### src/rtl/paddle_pkg.sv
// Shared paddle constants: FSM encoding, play-field geometry and default position limits.
// Imported by the paddle controller, mover and renderer.
package paddle_pkg;

  localparam logic [1:0] ST_HOLD = 2'd0;
  localparam logic [1:0] ST_INC  = 2'd1;
  localparam logic [1:0] ST_DEC  = 2'd2;

  typedef enum logic [1:0] {
    StHold = ST_HOLD,
    StInc  = ST_INC,
    StDec  = ST_DEC
  } state_e;

  localparam logic [9:0] FIELD_H  = 10'd480;
  localparam logic [9:0] PADDLE_H = 10'd72;

  localparam logic [9:0] PY_MIN_DEF  = 10'd8;
  localparam logic [9:0] PY_MAX_DEF  = FIELD_H - PADDLE_H;
  localparam logic [9:0] PY_INIT_DEF = 10'd208;

  localparam logic [3:0] SPD_MIN_DEF    = 4'd1;
  localparam logic [3:0] SPD_MAX_DEF    = 4'd4;
  localparam logic [3:0] RAMP_TICKS_DEF = 4'd8;

  // Active-low request pair; both low is the controller's reset value and must not move.
  function automatic state_e decode_req(input logic p, input logic m);
    if (!p && m) return StInc;
    if (p && !m) return StDec;
    return StHold;
  endfunction

endpackage

### src/rtl/paddle_if.sv
// Request/position bundle between the paddle controller (master) and the paddle mover (slave).
interface paddle_if;

  logic       en;
  logic       p;
  logic       m;
  logic       recentre;
  logic [9:0] py;
  logic       moving;
  logic       at_min;
  logic       at_max;

  modport master (
    output en, p, m, recentre,
    input  py, moving, at_min, at_max
  );

  modport slave (
    input  en, p, m, recentre,
    output py, moving, at_min, at_max
  );

endinterface

### src/rtl/speed_ramp.sv
// Ramp counter and saturating speed; step is the move size for the current en tick.
module speed_ramp
  import paddle_pkg::*;
#(
  parameter logic [3:0] SPD_MIN    = SPD_MIN_DEF,
  parameter logic [3:0] SPD_MAX    = SPD_MAX_DEF,
  parameter logic [3:0] RAMP_TICKS = RAMP_TICKS_DEF
) (
  input  logic       clk,
  input  logic       rst,
  input  logic       en,
  input  logic       entry,
  input  logic       hold_or_clamp,
  output logic [3:0] step
);

  logic [3:0] spd_q, spd_d;
  logic [3:0] ramp_q, ramp_d;

  assign step = entry ? SPD_MIN : spd_q;

  always_comb begin
    spd_d  = spd_q;
    ramp_d = ramp_q;
    if (hold_or_clamp) begin
      spd_d  = SPD_MIN;
      ramp_d = 4'd0;
    end else if (entry) begin
      spd_d  = SPD_MIN;
      ramp_d = 4'd1;
    end else begin
      ramp_d = ramp_q + 4'd1;
      if (ramp_d == RAMP_TICKS) begin
        ramp_d = 4'd0;
        spd_d  = (spd_q < SPD_MAX) ? spd_q + 4'd1 : SPD_MAX;
      end
    end
  end

  always_ff @(posedge clk) begin
    if (!rst) begin
      spd_q  <= SPD_MIN;
      ramp_q <= 4'd0;
    end else if (en) begin
      spd_q  <= spd_d;
      ramp_q <= ramp_d;
    end
  end

endmodule

### src/rtl/paddle_mover.sv
// Paddle Y position stage: decodes the plus/minus request, ramps speed while held and clamps
// at the field limits. All outputs are registered.
module paddle_mover
  import paddle_pkg::*;
#(
  parameter logic [9:0] PY_MIN     = PY_MIN_DEF,
  parameter logic [9:0] PY_MAX     = PY_MAX_DEF,
  parameter logic [9:0] PY_INIT    = PY_INIT_DEF,
  parameter logic [3:0] SPD_MIN    = SPD_MIN_DEF,
  parameter logic [3:0] SPD_MAX    = SPD_MAX_DEF,
  parameter logic [3:0] RAMP_TICKS = RAMP_TICKS_DEF
) (
  input logic     clk,
  input logic     rst,
  paddle_if.slave bus
);

  state_e      state_q, state_d;
  logic [9:0]  py_q, py_d;
  logic        moving_q, at_min_q, at_max_q;
  logic [3:0]  step;
  logic [10:0] sum;
  logic        entry, clamp, hold_or_clamp, ramp_rst;

  assign state_d       = decode_req(bus.p, bus.m);
  assign entry         = (state_d != state_q) || (state_q == StHold);
  assign sum           = {1'b0, py_q} + {7'd0, step};
  assign hold_or_clamp = (state_d == StHold) || clamp;
  // Re-centre must also reset the ramp, and it ignores en just like rst.
  assign ramp_rst      = rst & ~bus.recentre;

  speed_ramp #(
    .SPD_MIN   (SPD_MIN),
    .SPD_MAX   (SPD_MAX),
    .RAMP_TICKS(RAMP_TICKS)
  ) u_speed_ramp (
    .clk          (clk),
    .rst          (ramp_rst),
    .en           (bus.en),
    .entry        (entry),
    .hold_or_clamp(hold_or_clamp),
    .step         (step)
  );

  // 11-bit compares so neither direction can wrap past the 10-bit range.
  always_comb begin
    py_d  = py_q;
    clamp = 1'b0;
    unique case (state_d)
      StInc: begin
        if (sum > {1'b0, PY_MAX}) begin
          py_d  = PY_MAX;
          clamp = 1'b1;
        end else begin
          py_d = sum[9:0];
        end
      end
      StDec: begin
        if ({1'b0, py_q} < ({1'b0, PY_MIN} + {7'd0, step})) begin
          py_d  = PY_MIN;
          clamp = 1'b1;
        end else begin
          py_d = py_q - {6'd0, step};
        end
      end
      default: ;
    endcase
  end

  always_ff @(posedge clk) begin
    if (!rst || bus.recentre) begin
      state_q  <= StHold;
      py_q     <= PY_INIT;
      moving_q <= 1'b0;
      at_min_q <= (PY_INIT == PY_MIN);
      at_max_q <= (PY_INIT == PY_MAX);
    end else if (bus.en) begin
      state_q  <= state_d;
      py_q     <= py_d;
      moving_q <= (state_d != StHold);
      at_min_q <= (py_d == PY_MIN);
      at_max_q <= (py_d == PY_MAX);
    end
  end

  assign bus.py     = py_q;
  assign bus.moving = moving_q;
  assign bus.at_min = at_min_q;
  assign bus.at_max = at_max_q;

endmodule

### src/flat_wrapper.sv
// flat-port wrapper written by rule: the top's interface ports become plain ports
module paddle_mover_flat import paddle_pkg::*;
#(
  parameter logic [9:0] PY_MIN     = PY_MIN_DEF,
  parameter logic [9:0] PY_MAX     = PY_MAX_DEF,
  parameter logic [9:0] PY_INIT    = PY_INIT_DEF,
  parameter logic [3:0] SPD_MIN    = SPD_MIN_DEF,
  parameter logic [3:0] SPD_MAX    = SPD_MAX_DEF,
  parameter logic [3:0] RAMP_TICKS = RAMP_TICKS_DEF
)
  (clk, rst, bus_en, bus_p, bus_m, bus_recentre, bus_py, bus_moving, bus_at_min, bus_at_max);
  paddle_if bus_i ();
  input logic clk;
  input logic rst;
  input wire logic [$bits(bus_i.en)-1:0] bus_en;
  input wire logic [$bits(bus_i.p)-1:0] bus_p;
  input wire logic [$bits(bus_i.m)-1:0] bus_m;
  input wire logic [$bits(bus_i.recentre)-1:0] bus_recentre;
  output wire logic [$bits(bus_i.py)-1:0] bus_py;
  output wire logic [$bits(bus_i.moving)-1:0] bus_moving;
  output wire logic [$bits(bus_i.at_min)-1:0] bus_at_min;
  output wire logic [$bits(bus_i.at_max)-1:0] bus_at_max;
  assign bus_i.en = bus_en;
  assign bus_i.p = bus_p;
  assign bus_i.m = bus_m;
  assign bus_i.recentre = bus_recentre;
  assign bus_py = bus_i.py;
  assign bus_moving = bus_i.moving;
  assign bus_at_min = bus_i.at_min;
  assign bus_at_max = bus_i.at_max;
  paddle_mover #(.PY_MIN(PY_MIN), .PY_MAX(PY_MAX), .PY_INIT(PY_INIT), .SPD_MIN(SPD_MIN), .SPD_MAX(SPD_MAX), .RAMP_TICKS(RAMP_TICKS)) u_core (.clk(clk), .rst(rst), .bus(bus_i));
endmodule
### config.mk
export PLATFORM = sky130hd
export DESIGN_NAME = paddle_mover_flat
export DESIGN_NICKNAME = d
export VERILOG_FILES = /design/src/rtl/paddle_pkg.sv /design/src/rtl/paddle_if.sv /design/src/rtl/speed_ramp.sv /design/src/rtl/paddle_mover.sv /design/src/flat_wrapper.sv
export SDC_FILE = /design/constraint.sdc
export NUM_CORES = 1
export LEC_CHECK = 0
export CAP_MARGIN = 20
export CORE_MARGIN = 1.5
export CORE_UTILIZATION = 62
export DETAILED_ROUTE_END_ITERATION = 6
export PLACE_DENSITY = 0.88
export SYNTH_ARGS = -nofsm -noshare
export SYNTH_HDL_FRONTEND = slang
export SYNTH_SLANG_ARGS = --single-unit
### constraint.sdc
create_clock -name clk -period 14.1 [get_ports clk]
set_input_delay 4.23 -clock clk [delete_from_list [all_inputs] [get_ports clk]]
set_output_delay 4.23 -clock clk [all_outputs]
set_load 0.02 [all_outputs]
==> summary.md, run 1 <==
| Metric | Value |
|---|---|
| Status | finished, final reports clean |
| Clk buf depth | 2 |
| Synth area leaders | dfxtp_1 (22%), ha_1 (8.4%), a21oi_1 (6.5%), nor2_1 (6.5%), nand2_1 (5.7%) |
| Setup_tns | 0 ns |
| First-pass GRT wire length | 8760 um |
| EDFF count, synth | 0 |
| Worst setup path class | in2reg |
| Vias per inst | about 6.4 |
| Number of synthesized register bits | 23 |
| Fmax | approximately 110 MHz |
| Layout area overhead | 9.70% |
| Worst VDD drop | roughly 38 uV |
| Seq/Total Area, Yosys | 0.220 |
| TritonCTS clock tree | built |
| # diodes | 0 |
| Grt total ovfl | 0 |
| Endpoints failing setup | 0 |
| Resized cells post-CTS | 0 |
| Clock Skew | ~0.0093 ns |
| Leakage power figure | between 0.9 and 1 nW |
| Post-route DRC | 0 |
| Netlist cell types | 55 |
| CTS H-tree depth | 1 |
| Row cnt | 20 |
| Crit. End Element | register |
| Final instance area | around 2300 um2 |
| Ports | 19 |
| Hold Path Depth | 2 |
| Total setup buffers inserted after CTS | 0 |
| Synth async-reset ratio | 0 |
| Synthesized Nets | 310 |
| Post-place setup slack | around 4.9 ns |
| Die H | slightly above 60 um |
| Cell Area, Placed | around 2300 um2 |
| Vias in the first global route | approximately 1.9k |
| Total Wirelength | around 5600 um |
| Multi-input gate area | 1510 um2 |
| CTS root buf | clkbuf_4 |
| Slew Viols, Final | 0 |
| Drt wl/cell | 16.3 um |
| Post-route clock period utilization | 0.639 |
| Final hold violations | 0 |
| IO Port Bufs | 18 |
| Critical path launch point type | input pin |
| Clock buffer count from CTS | 3 |
| Largest net degree at the start of global routing | 23 |
| Yosys top cell area share | 0.220 |
| CTS Sinks | 23 |
| Hpwl dp | roughly 4200 um |
| Die area | about 3700 um2 |
| Placed cells | 336 |
| Unrepaired setup endpoints after global routing | false |
| Mapped cell area | between 2000 and 2500 um2 |
| GRT Total Usage | 0.312 |
| Drt first pass iters | 5 |
| RePlAce Congestion | approximately 0.92 |
| Cell count after synthesis | between 200 and 300 |
| Clk Latency, worst-skew pair | 0.32 ns |
| Antenna Nets Post-Route | 0 |
| Die X | 61.1 um |
| Avg Cell Area, Syn | 7.26 um2 |
| Top FF cell, synth | dfxtp_1 |
| Starting density of the core | 0.668 |
| Crit path DAT | 9.23 ns |
| Synth warn | 0 |
| Register-to-Register Path Depth | 13 |
| Via count | ~2.2k |
| Fill count | ~260 |
| Slew HR | 0.452 |
| Actual slew at the worst max-slew pin | 0.820 ns |
| CP Data Required Time | between 10 and 15 ns |
| Fin nets | 320 |
| Final worst slack | around 5 ns |
| Clock-pin slew on the worst setup and hold paths | about 0.12 ns |
| Worst hold path class | reg2reg |
| Max_cap viols | 0 |
| 1st-iter DRT viols | a little over 200 |
| Cts hold-fix bufs | 0 |
| Final Critical Period | roughly 9 ns |
| Leading area contributor after synthesis | dfxtp_1 |
| Register area | 460 um2 |
| Finished Layout Cells | approximately 340 |
| Cell Pwr Density | slightly below 60 nW/um2 |
| Initial antenna violation count | 0 |
| Critical Path Fanout Max | 11 |
| Layout cells sized above 1 | 0.0303 |
| CORE AREA | approximately 3100 um2 |
| Hold_ws | between 0.4 and 0.5 ns |
-- state kept, by name (all words and copies together) (netlist names) --
signal and flops:
u_core.bus.at_max 1, u_core.bus.at_min 1, u_core.bus.moving 1, u_core.bus.py 10, u_core.state_q 2, u_core.u_speed_ramp.ramp_q 4
u_core.u_speed_ramp.spd_q 4
-- through the flow --
step | utilization | total power (W)
2_1_floorplan | - | 0.0000926
3_3_place_gp | 0.723 | 0.000101
3_5_place_dp | 0.723 | 0.000102
4_1_cts | 0.731 | 0.000132
5_1_grt | 0.733 | 0.000137
6_report | 0.733 | 0.000133
-- area by class of cell --
cell class                 instances  share of cell area
multi-input combinational        235               0.657
clock buffer                       4              0.0115
timing repair buffer              19              0.0808
tap                               44              0.0240
inverter                          16              0.0262
sequential                        23               0.201
-- worst max-delay path, stage by stage --
cell,delay [ns]
clkdlybuf4s50_1,0.49
inv_1,0.05
ha_1,0.30
o31ai_1,0.74
nand2_1,0.24
ha_1,0.48
nor4b_4,0.45
or2_1,0.20
o2111ai_1,0.15
a22o_1,0.28
o22ai_1,0.45
nor2_1,0.23
nor4_1,0.53
o41a_1,0.31
o31ai_1,0.10
-- final timing paths --
path / startpoint / to / slack, ns
max: bus_p / u_core.bus.at_max / 5.09
min: u_core.bus.at_max / u_core.bus.at_max / 0.47
max reg2reg: u_core.state_q[1] / u_core.bus.at_max / 9.47
min reg2reg: u_core.bus.at_max / u_core.bus.at_max / 0.47
-- cells by family (layout without fill, tap and decap cells) --
logic type	after synthesis	in the layout	synth area share
AOI/OAI and AO/OA	92	92	0.293
xor gates and xnor gates	9	9	0.0377
adders and majority gates	16	16	0.103
buffers and inverters	30	39	0.0593
DFF	23	23	0.220
muxes	2	2	0.00958
and+or+nand+nor	116	116	0.277
-- cell usage after synthesis (3+ instances only) --
master     n
a211oi_1   4
a21oi_1   27
nand3b_1   3
nor2b_1    6
ha_1      14
inv_1     15
dfxtp_1   23
nand2_1   32
o21ai_0   16
nand2b_1   8
nor3_1    11
o22ai_1    3
o21ai_1    4
a31oi_1    3
xnor2_1    9
nor2_1    36
nand3_1    5
a221oi_1   3
a21o_1     3
clkbuf_1  10
and2_1     4
nand4_1    3
o211ai_1   5
-- placed cells by master, fill, tap and decap left out, drive strengths merged, types with 5 or more instances in the layout --
cell type and instances:
nor2 36, nand2 32, a21oi 27, dfxtp 23, o21ai 20, clkdlybuf4s50 18, inv 15, ha 14
nor3 11, xnor2 9, nand2b 8, nor2b 6, nand3 5, o211ai 5
-- power breakdown --
group	switching, W	internal, W	total (W)
Sequential	0.00000270	0.0000663	0.0000690
Clock	0.0000203	0.0000111	0.0000313
Combinational	0.0000201	0.0000125	0.0000326
-- routing by layer --
metal  vias up  track usage  share of wire
met2       121        0.509           0.45
met4         0       0.0714          0.023
met3        16       0.0357          0.086
li1       1055            -              -
met1       998        0.442           0.44
met5         -            0              0
No activity file was read; power rests on OpenSTA's default activity.
==> inputs of run 2 (changes only) <==
--- a/config.mk
+++ b/config.mk
@@ -7,9 +7,9 @@
 export LEC_CHECK = 0
 export CAP_MARGIN = 20
 export CORE_MARGIN = 1.5
-export CORE_UTILIZATION = 62
+export CORE_UTILIZATION = 52
 export DETAILED_ROUTE_END_ITERATION = 6
-export PLACE_DENSITY = 0.88
+export PLACE_DENSITY = 0.79
 export SYNTH_ARGS = -nofsm -noshare
 export SYNTH_HDL_FRONTEND = slang
 export SYNTH_SLANG_ARGS = --single-unit
==> constraint.sdc (replaced) <==
create_clock -name clk -period 8.1 [get_ports clk]
set_input_delay 2.43 -clock clk [delete_from_list [all_inputs] [get_ports clk]]
set_output_delay 2.43 -clock clk [all_outputs]
set_load 0.02 [all_outputs]
==> run 2 against run 1 <==
Count of clock-buffer cells in the layout unchanged. Final cell count grew 1.5%. Die area increased by 18%. Core utilization fell by 12 points. Sequential power up 74%. Cell area grew 1.5%. Global-route usage decreased by 3.3 points. Non-clock buffer count up 1. Largest power group unchanged.
==> summary.md, run 2 (same netlist as run 1, synthesis figures left out) <==
| Metric | Value |
|---|---|
| Worst setup path class | in2reg (unchanged) |
| Hold_ws | 0.472 ns (was 0.469 ns) |
| Starting density of the core | 0.554 (was 0.668) |
| First-pass GRT wire length | 9580 um (was 8760 um) |
| Layout area overhead | 11.3% (was 9.70%) |
| 1st-iter DRT viols | 304 (was 206) |
| Clock-pin slew on the worst setup and hold paths | 0.08 ns (was 0.12 ns) |
| Clk Latency, worst-skew pair | 0.27 ns (was 0.32 ns) |
| Endpoints failing setup | 0 (unchanged) |
| Crit. End Element | register (unchanged) |
| Total setup buffers inserted after CTS | 0 (unchanged) |
| Drt first pass iters | 6 (was 5) |
| Grt total ovfl | 0 (unchanged) |
| Die X | 66.4 um (was 61.1 um) |
| Resized cells post-CTS | 0 (unchanged) |
| Drt wl/cell | 16.3 um (about the same) |
| Cell Pwr Density | 107 nW/um2 (was 58.0 nW/um2) |
| Combinational power share | 0.230 (was 0.245) |
| Critical path launch point type | input pin (unchanged) |
| Most frequent cells in the layout | nor2_1 (36), nand2_1 (32), a21oi_1 (27) (unchanged) |
| Vias in the first global route | 2025 (was 1866) |
| Hpwl dp | 4290 um (was 4210 um) |
| Switching power | 0.0000771 W (was 0.0000430 W) |
| Antenna Nets Post-Route | 0 (unchanged) |
| Post-route DRC | 0 (unchanged) |
| Initial antenna violation count | 0 (unchanged) |
| # diodes | 0 (unchanged) |
| Final hold violations | 0 (unchanged) |
| Leakage power figure | 0.937 nW (was 0.922 nW) |
| Unrepaired setup endpoints after global routing | false (unchanged) |
| Fmax | 149 MHz |
| Setup_tns | 0 ns (unchanged) |
| Commonest non-fill, non-tap cell in the layout | nor2_1 (unchanged) |
| CORE AREA | 3770 um2 (was 3130 um2) |
| Die area | 4410 um2 (was 3730 um2) |
| Via count | 2176 (was 2190) |
| Slew HR | 0.479 (was 0.452) |
| Row cnt | 22 (was 20) |
| Clk pwr share | 0.289 (was 0.236) |
| Status | finished, final reports clean (unchanged) |
| Ports | 19 (unchanged) |
| Clock buffer count from CTS | 3 (unchanged) |
| Cts hold-fix bufs | 0 (unchanged) |
| Clk buf depth | 2 (unchanged) |
| Actual slew at the worst max-slew pin | 0.779 ns (was 0.820 ns) |
| Worst hold path class | reg2reg (unchanged) |
| CP Data Required Time | 8.26 ns (was 14.31 ns) |
| Largest register FFs | 10 (unchanged) |
| Max_cap viols | 0 (unchanged) |
| Fin nets | 321 (was 320) |
| CTS H-tree depth | 1 (unchanged) |
| Critical Path Fanout Max | 10 (was 11) |
| Layout cells sized above 1 | 0.0336 (was 0.0303) |
| Worst VDD drop | 87.6 uV (was 38.4 uV) |
| Final Critical Period | about 6.7 ns |
| Seq pwr share | 0.481 (was 0.519) |
| Net Sw Frac | 0.309 (was 0.324) |
| GRT Total Usage | 0.278 (was 0.312) |
| Clock Skew | 0.00256 ns (was 0.00929 ns) |
| CTS root buf | clkbuf_8 (was clkbuf_4) |
| Slew Viols, Final | 0 (unchanged) |
| Vias per inst | 6.29 (was 6.42) |
| Die H | 66.4 um (was 61.1 um) |
| RePlAce Congestion | 0.946 (was 0.917) |
| CTS Sinks | 23 (unchanged) |
| Post-route clock period utilization | 0.828 |
| IO Port Bufs | 18 (unchanged) |
| TritonCTS clock tree | built (unchanged) |
| Int Pwr | 0.000172 W (was 0.0000898 W) |
| Largest net degree at the start of global routing | 23 (unchanged) |
| Crit path DAT | 6.87 ns (was 9.23 ns) |
| Total Wirelength | 5630 um (was 5550 um) |
==> run 2: path summary, 6_finish.rpt <==
kind	end	slack, ns	cells past startpoint	start
hold / removal	u_core.bus.moving	0.47	2	u_core.bus.moving
hold reg to reg	u_core.bus.moving	0.47	2	u_core.bus.moving
setup / recovery	u_core.bus.at_max	1.39	18	bus_m
setup reg to reg	u_core.bus.at_max	4.02	15	u_core.state_q[1]
==> run 2: critical path, stage by stage <==
cell	delay (ns)
clkdlybuf4s50_1	0.49
inv_1	0.05
ha_1	0.27
xnor2_1	0.15
nand3_1	0.09
o31ai_1	0.08
buf_4	0.18
nand2_1	0.11
ha_1	0.45
nor4b_4	0.42
nor2_1	0.11
a2111oi_2	0.42
o21a_1	0.21
nor4b_4	0.39
nor2_1	0.17
nor4_1	0.43
o41a_1	0.31
o31ai_1	0.11
==> run 2: final cells by class <==
cell class,count,area [um2]
timing repair buffer,20,195
multi-input combinational,235,1510
clock buffer,4,45.0
inverter,16,60.1
sequential,23,460
fill,341,1450
tap,48,60.1
==> run 2: routing by layer <==
metal | wire (um) | up-vias | GRT usage
li1 | - | 1055 | -
met1 | 2500 | 1003 | 0.381
met2 | 2570 | 105 | 0.436
met3 | 456 | 13 | 0.0681
met4 | 98 | 0 | 0.0689
met5 | 0 | - | 0
==> run 2: power by group through the flow <==
stage | combinational, W | sequential [W] | clock [W]
2_1_floorplan | 0.0000388 | 0.000122 | 0
3_3_place_gp | 0.0000549 | 0.000123 | 0
3_5_place_dp | 0.0000556 | 0.000122 | 0
4_1_cts | 0.0000560 | 0.000120 | 0.0000726
5_1_grt | 0.0000628 | 0.000120 | 0.0000780
6_report | 0.0000574 | 0.000120 | 0.0000721
==> run 2: per-stage QoR <==
stage / std cells / util / total power [W] / area (um2) / worst slack, ns
2_1_floorplan: 288 / - / 0.000161 / 2090 / 2.01
3_3_place_gp: 342 / 0.605 / 0.000177 / 2280 / 1.16
3_5_place_dp: 342 / 0.605 / 0.000178 / 2280 / 1.19
4_1_cts: 346 / 0.617 / 0.000248 / 2330 / 1.46
5_1_grt: 346 / 0.617 / 0.000261 / 2330 / 1.03
6_report: 346 / 0.617 / 0.000249 / 2330 / 1.39
